## config.mk

```make
export PLATFORM = sky130hd
export DESIGN_NAME = seq_multiplier
export DESIGN_NICKNAME = d
export VERILOG_FILES = /design/src/rtl/seq_multiplier.sv
export SDC_FILE = /design/constraint.sdc
export NUM_CORES = 1
export LEC_CHECK = 0
export BUFFER_PORTS_ARGS = -buffer_cell sky130_fd_sc_hd__buf_2
export CAP_MARGIN = 20
export CORE_MARGIN = 2
export CORE_UTILIZATION = 62
export CTS_CLUSTER_DIAMETER = 100
export DETAILED_ROUTE_END_ITERATION = 10
export GPL_ROUTABILITY_DRIVEN = 1
export PLACE_DENSITY = 0.88
export SETUP_SLACK_MARGIN = 0.02
export SLEW_MARGIN = 40
export SYNTH_ARGS = -nofsm -noshare
export SYNTH_HDL_FRONTEND = slang
export SYNTH_SLANG_ARGS = --single-unit
```

## constraint.sdc

```tcl
create_clock -name i_clock -period 4.2 [get_ports i_clock]
set_input_delay 0 -clock i_clock [delete_from_list [all_inputs] [get_ports i_clock]]
set_output_delay 0 -clock i_clock [all_outputs]
set_load 0.01 [all_outputs]
```

## src/rtl/seq_multiplier.sv

```systemverilog
// rtl/seq_multiplier.sv - parametrised shift-add multiplier, unsigned or two's-complement
// Multiplies operand magnitudes over WIDTH busy cycles, sign-corrects before registering the product.
module seq_multiplier #(
  parameter int WIDTH = 4
) (
  input  logic               i_clock,
  input  logic               i_reset_n,
  input  logic               i_start,
  input  logic               i_signed,
  input  logic [WIDTH-1:0]   i_multiplicand,
  input  logic [WIDTH-1:0]   i_multiplier,
  input  logic               i_abort,
  output logic               o_busy,
  output logic               o_finished,
  output logic [2*WIDTH-1:0] o_product
);

  localparam int CW = $clog2(WIDTH + 1);

  typedef enum logic [1:0] {IDLE, BUSY, DONE} state_t;

  state_t             state_q;
  logic [2*WIDTH-1:0] mcand_sh_q;
  logic [WIDTH-1:0]   mplier_q;
  logic               neg_q;
  logic [CW-1:0]      count_q;
  logic [2*WIDTH-1:0] acc_q;
  logic [2*WIDTH-1:0] product_q;
  logic               busy_q;
  logic               finished_q;

  logic [2*WIDTH-1:0] acc_d;
  logic [2*WIDTH-1:0] product_d;
  logic               last_step;

  // The magnitude of the most negative value still fits as an unsigned WIDTH-bit number.
  function automatic logic [WIDTH-1:0] magnitude(input logic [WIDTH-1:0] v, input logic s);
    return (s && v[WIDTH-1]) ? -v : v;
  endfunction

  always_comb begin
    acc_d     = acc_q + (mplier_q[0] ? mcand_sh_q : '0);
    product_d = neg_q ? -acc_d : acc_d;
    last_step = (count_q == CW'(WIDTH - 1));
  end

  always_ff @(posedge i_clock or negedge i_reset_n) begin
    if (!i_reset_n) begin
      state_q    <= IDLE;
      mcand_sh_q <= '0;
      mplier_q   <= '0;
      neg_q      <= 1'b0;
      count_q    <= '0;
      acc_q      <= '0;
      product_q  <= '0;
      busy_q     <= 1'b0;
      finished_q <= 1'b0;
    end else begin
      case (state_q)
        IDLE, DONE: begin
          if (i_start) begin
            mcand_sh_q <= {{WIDTH{1'b0}}, magnitude(i_multiplicand, i_signed)};
            mplier_q   <= magnitude(i_multiplier, i_signed);
            neg_q      <= i_signed & (i_multiplicand[WIDTH-1] ^ i_multiplier[WIDTH-1]);
            count_q    <= '0;
            acc_q      <= '0;
            state_q    <= BUSY;
            busy_q     <= 1'b1;
            finished_q <= 1'b0;
          end
        end
        BUSY: begin
          if (i_abort) begin
            state_q    <= IDLE;
            busy_q     <= 1'b0;
            finished_q <= 1'b0;
          end else begin
            acc_q      <= acc_d;
            mcand_sh_q <= mcand_sh_q << 1;
            mplier_q   <= mplier_q >> 1;
            count_q    <= count_q + CW'(1);
            if (last_step) begin
              product_q  <= product_d;
              state_q    <= DONE;
              busy_q     <= 1'b0;
              finished_q <= 1'b1;
            end
          end
        end
        default: begin
          state_q    <= IDLE;
          busy_q     <= 1'b0;
          finished_q <= 1'b0;
        end
      endcase
    end
  end

  assign o_busy     = busy_q;
  assign o_finished = finished_q;
  assign o_product  = product_q;

endmodule

```

* Word-level counts from Yosys, hierarchy flattened
Index checks and enable logic that the tools add are counted.
Cells by class: add/sub/neg operators 5, equality and inequality tests 6, mux-type cells 28, bitwise gates (word level) 3, reduce and logical (&&, ||, !) cells 9
Operators by type and width (count):
- $mux 8 | 6
- $pmux 8 s2 | 2
- $mux 4 | 4
- $add 8x8->8 | 1
- $neg 4->4 | 2
- $neg 8->8 | 1
- $pmux 4 s2 | 1
- $mux 1 | 6
- $mux 2 | 3
- $mux 3 | 2
- $pmux 3 s2 | 1
- $reduce_and 3->1 | 2
- $ne 2x2->1 const B | 2
- $pmux 1 s2 | 2
- $pmux 2 s2 | 1
- $reduce_and 2->1 | 2
- $add 3x1->3 const B | 1
- $eq 3x2->1 const B | 1
- $ne 3x3->1 const B | 1
- $eq 2x1->1 const B | 1
- $eq 2x2->1 const B | 1
- $logic_and 1x1->1 | 2
- $logic_not 2->1 | 1
- $reduce_bool 2->1 | 1
- other kinds (4) | 4
Word-level totals: bits in registers 36, output and inout port bits 10, word-level logic and storage cells 60

* Longest topological paths before layout
word-level depth 4, depth in mapped cells 9, gate-level depth less buffers 9

* Least setup slack after synthesis
No wires, ideal clock.
path type register to register, start register mplier_q[0], end register product_q[7] (netlist: o_product[7]), library setup time 0.125 ns, arrival time 2.575 ns, data required time 4.075 ns, slack 1.500 ns, stages on the path, launching flop included 10, period minus slack after synthesis 2.700 ns, path through dfrtp_1 and2_1 ha_1 fa_1 a211oi_2 nor4b_1 or4_4 o41ai_2 xnor2_1 o21ai_1
On the way: word-level cells in the longest chain between the ends 4
Ends and longest elaborated chain:
- start, declared | RTL line 24 | logic [WIDTH-1:0] mplier_q;
- start signal, assigned | RTL line 63 | mplier_q <= magnitude(i_multiplier, i_signed);
- start signal, assigned | RTL line 80 | mplier_q <= mplier_q >> 1;
- $mux 8 * | RTL line 42 | acc_d = acc_q + (mplier_q[0] ? mcand_sh_q : '0);
- $add 8x8->8 * | RTL line 42
- $neg 8->8 | RTL line 43 | product_d = neg_q ? -acc_d : acc_d;
- $mux 8 * | RTL line 43
- end signal, assigned | RTL line 83 | product_q <= product_d;
- end, declared | RTL line 28 | logic [2*WIDTH-1:0] product_q;
Every way passes the cells marked *; elsewhere a longest branch is shown, timed or not. A chain may end at the register's enable or synchronous reset.

* Final worst setup path
Same ends and word-level chain as after synthesis.

==> flow_summary.ini <==
[worst_setup_path]
crit_buf_inv = 0
crit_cells = 9
cp_slowest_cell = or4_4
startpoint_type = flop
critPathCaptureType = flop
worstPathRequired_ns = 4.43
r2r_end = o_product[7]
critical_path.max_stage_delay_ns = 0.53
path_max_fanout = 9
crit_path_start = mplier_q[0]
crit_family = simple AND/OR/NAND/NOR gates
worstSetupEndpoint = o_product[7]
cp_cell_sequence = and2_1 -> ha_1 -> fa_1 -> a211oi_2 -> nor4b_1 -> or4_4 -> o41ai_2 -> xnor2_1 -> o21ai_1
worst-setup-path-type = flop to flop
worst_ep_arrival_time_ns = 3.11
reg2reg_from = mplier_q[0]
ff2ff_setup_slack_ns = 1.32
reg2regPathDepth = 9

[hold_path]
holdCritPathClass = primary input to flop
holdPathStages = 4

[sta]
timing.setup.tns_ns = 0
timing.fmax_mhz = 347
hold_slack_ns = 0.0294
period_share_pct = 68.6
hold_viol_final = 0
skew_ns = 0.0132
relSlewSlack_pct = 62.2
tightest_slew_ns = 0.566
setup_viol = 0
slew_viol_final = 0
rsz0062_at_grt = false
period_needed_ns = 2.88

[clocking]
cts_made_buffers = 5
cts_setup_buffers = 0
cts_buffer_depth = 2
cts_root_buffer = clkbuf_4
cts_resized = 0
cts-htree-levels = 2
tritoncts = done
clkSlewWorstSetupHoldPaths_ns = 0.12
clock_sinks = 36
clk_latency_ns = 0.35

[drt]
num_vias = 1759
antenna_left = 0
drc_errors = 0
first_iter_violations = 93
drt_wl_total_um = 4300
first_pass_iters = 4
detail_route.vias_per_cell = 5.66
wire_per_inst_um = 13.8

[yosys]
syn_area_per_cell_um2 = 8.68
synth_ff_type = dfrtp_1
synth-seq-cells = 36
synthCells = 238
netlist_area_mm2 = 0.00207
synth_seq_area_share_pct = 43.6
synth_edf_count = 0
async_reset_ff_share_pct = 100
synth-warning-count = 0
synth_nets = 264
synth.distinct_cells = 33

[global_route]
grt_pass1_wl_um = 7350
grt_usage_pct = 26.8
grt_max_degree = 37
antenna_found_initial = 0
overflow = 0
grt_pass1_vias = 1655

[pwr]
power.density_mw_per_mm2 = 560
power_leakage_uw = 0.00116
vdd_drop_max_mv = 0.427

[finish]
nets = 292
antenna_cells = 0
layout-drive-gt1-share_pct = 13.9
final_cell_mix = nand2_1 (51), dfrtp_1 (36), o21ai_0 (31)
layout_commonest_cell = nand2_1
area_growth_pct = 13.3
fin_util_pct = 75.4

[run]
drv_cap = 0

[floorplanning]
die_y_um = 61.7
boundaryPins = 23
die_w_um = 61.7
start_util_pct = 66.6
fp.dieArea_mm2 = 0.00381
num_rows = 20
core-area_mm2 = 0.00310

[outcome]
status = finished clean

[place]
io_buffers = 22
dpl.hpwl_um = 2980
gp_congestion = 0.853
[flip-flops by register name (all words and copies together) (netlist names)]
register	cells
acc_q	8
count_q	3
mcand_sh_q	8
mplier_q	4
neg_q	1
o_busy	1
o_finished	1
o_product	8
state_q	2
[timing repair]
action / in CTS / in global routing
hold buffers: 7 / 0
setup endpoints to repair: 0 / 0
hold endpoints to repair: 45 / 0
[report_power, final]
group	internal, uW	total, uW	switching (uW)
Sequential	455	535	79.6
Combinational	234	577	343
Clock	79.7	199	120
Total	769	1310	542
[how the worst min path moves through the flow]
stage                            from           end  slack [ns]
global route        i_multiplicand[3]         neg_q        0.03
CTS                 i_multiplicand[3]         neg_q        0.03
floorplan                   i_reset_n      acc_q[0]       -0.30
global placement            i_reset_n    state_q[1]        0.12
detailed placement          i_reset_n  o_product[0]        0.12
finish              i_multiplicand[3]         neg_q        0.03
[cell families after synthesis]
group | count (synthesis) | synth area share (%)
simple gates | 96 | 21.3
compound gates | 61 | 17.5
buf+inv | 18 | 3.27
fa+ha+maj | 13 | 8.24
xor+xnor | 12 | 5.09
mux | 2 | 0.969
flops | 36 | 43.6
[cell type report]
| cell class | count | area (um^2) |
|---|---|---|
| clock buffer | 6 | 51.3 |
| clock inverter | 2 | 10.0 |
| fill | 217 | 763 |
| inverter | 9 | 33.8 |
| multi-input combinational | 184 | 1100 |
| sequential | 36 | 901 |
| tap | 44 | 55.1 |
| timing repair buffer | 30 | 190 |
[through the flow]
step | cells | total power, uW | cell area [um^2] | worst slack, ns
after CTS | 311 | 1310 | 2340 | 1.32
final | 311 | 1310 | 2340 | 1.32
after global routing | 311 | 1420 | 2340 | 1.21
after floorplan | 238 | 954 | 2070 | 1.50
after detailed placement | 296 | 1110 | 2200 | 1.34
after global placement | 296 | 1080 | 2200 | 1.39
[synthesized netlist by cell type (all sizes together) (3+ instances only)]
library cell	count	area [um^2]
a21oi	14	70.1
inv	9	33.8
nand3	12	60.1
ha	12	150
and3	3	20.0
xor2	5	43.8
and2	8	50.1
xnor2	7	61.3
o31ai	6	45.0
nor2	10	37.5
nand2b	4	25.0
o21ai	32	160
dfrtp	36	901
nand2	51	191
clkbuf	9	33.8
[layer usage]
metal / wire, um / part of all wire, % / GRT usage, % / up-vias
met5: 0 / 0 / 0 / -
met4: 48 / 1.1 / 6.69 / 0
li1: - / - / - / 875
met3: 183 / 4.3 / 6.83 / 5
met1: 1890 / 44 / 33.8 / 833
met2: 2180 / 51 / 46.3 / 46
[tightest hold or removal path, delay by kind of cell]
family	cells	cell delay (ns)
buffers and inverters	1	0.12
and+or+nand+nor	1	0.08
xor gates and xnor gates	1	0.07
AOI/OAI and AO/OA	1	0.07
Power figures use the tool's default switching activity.
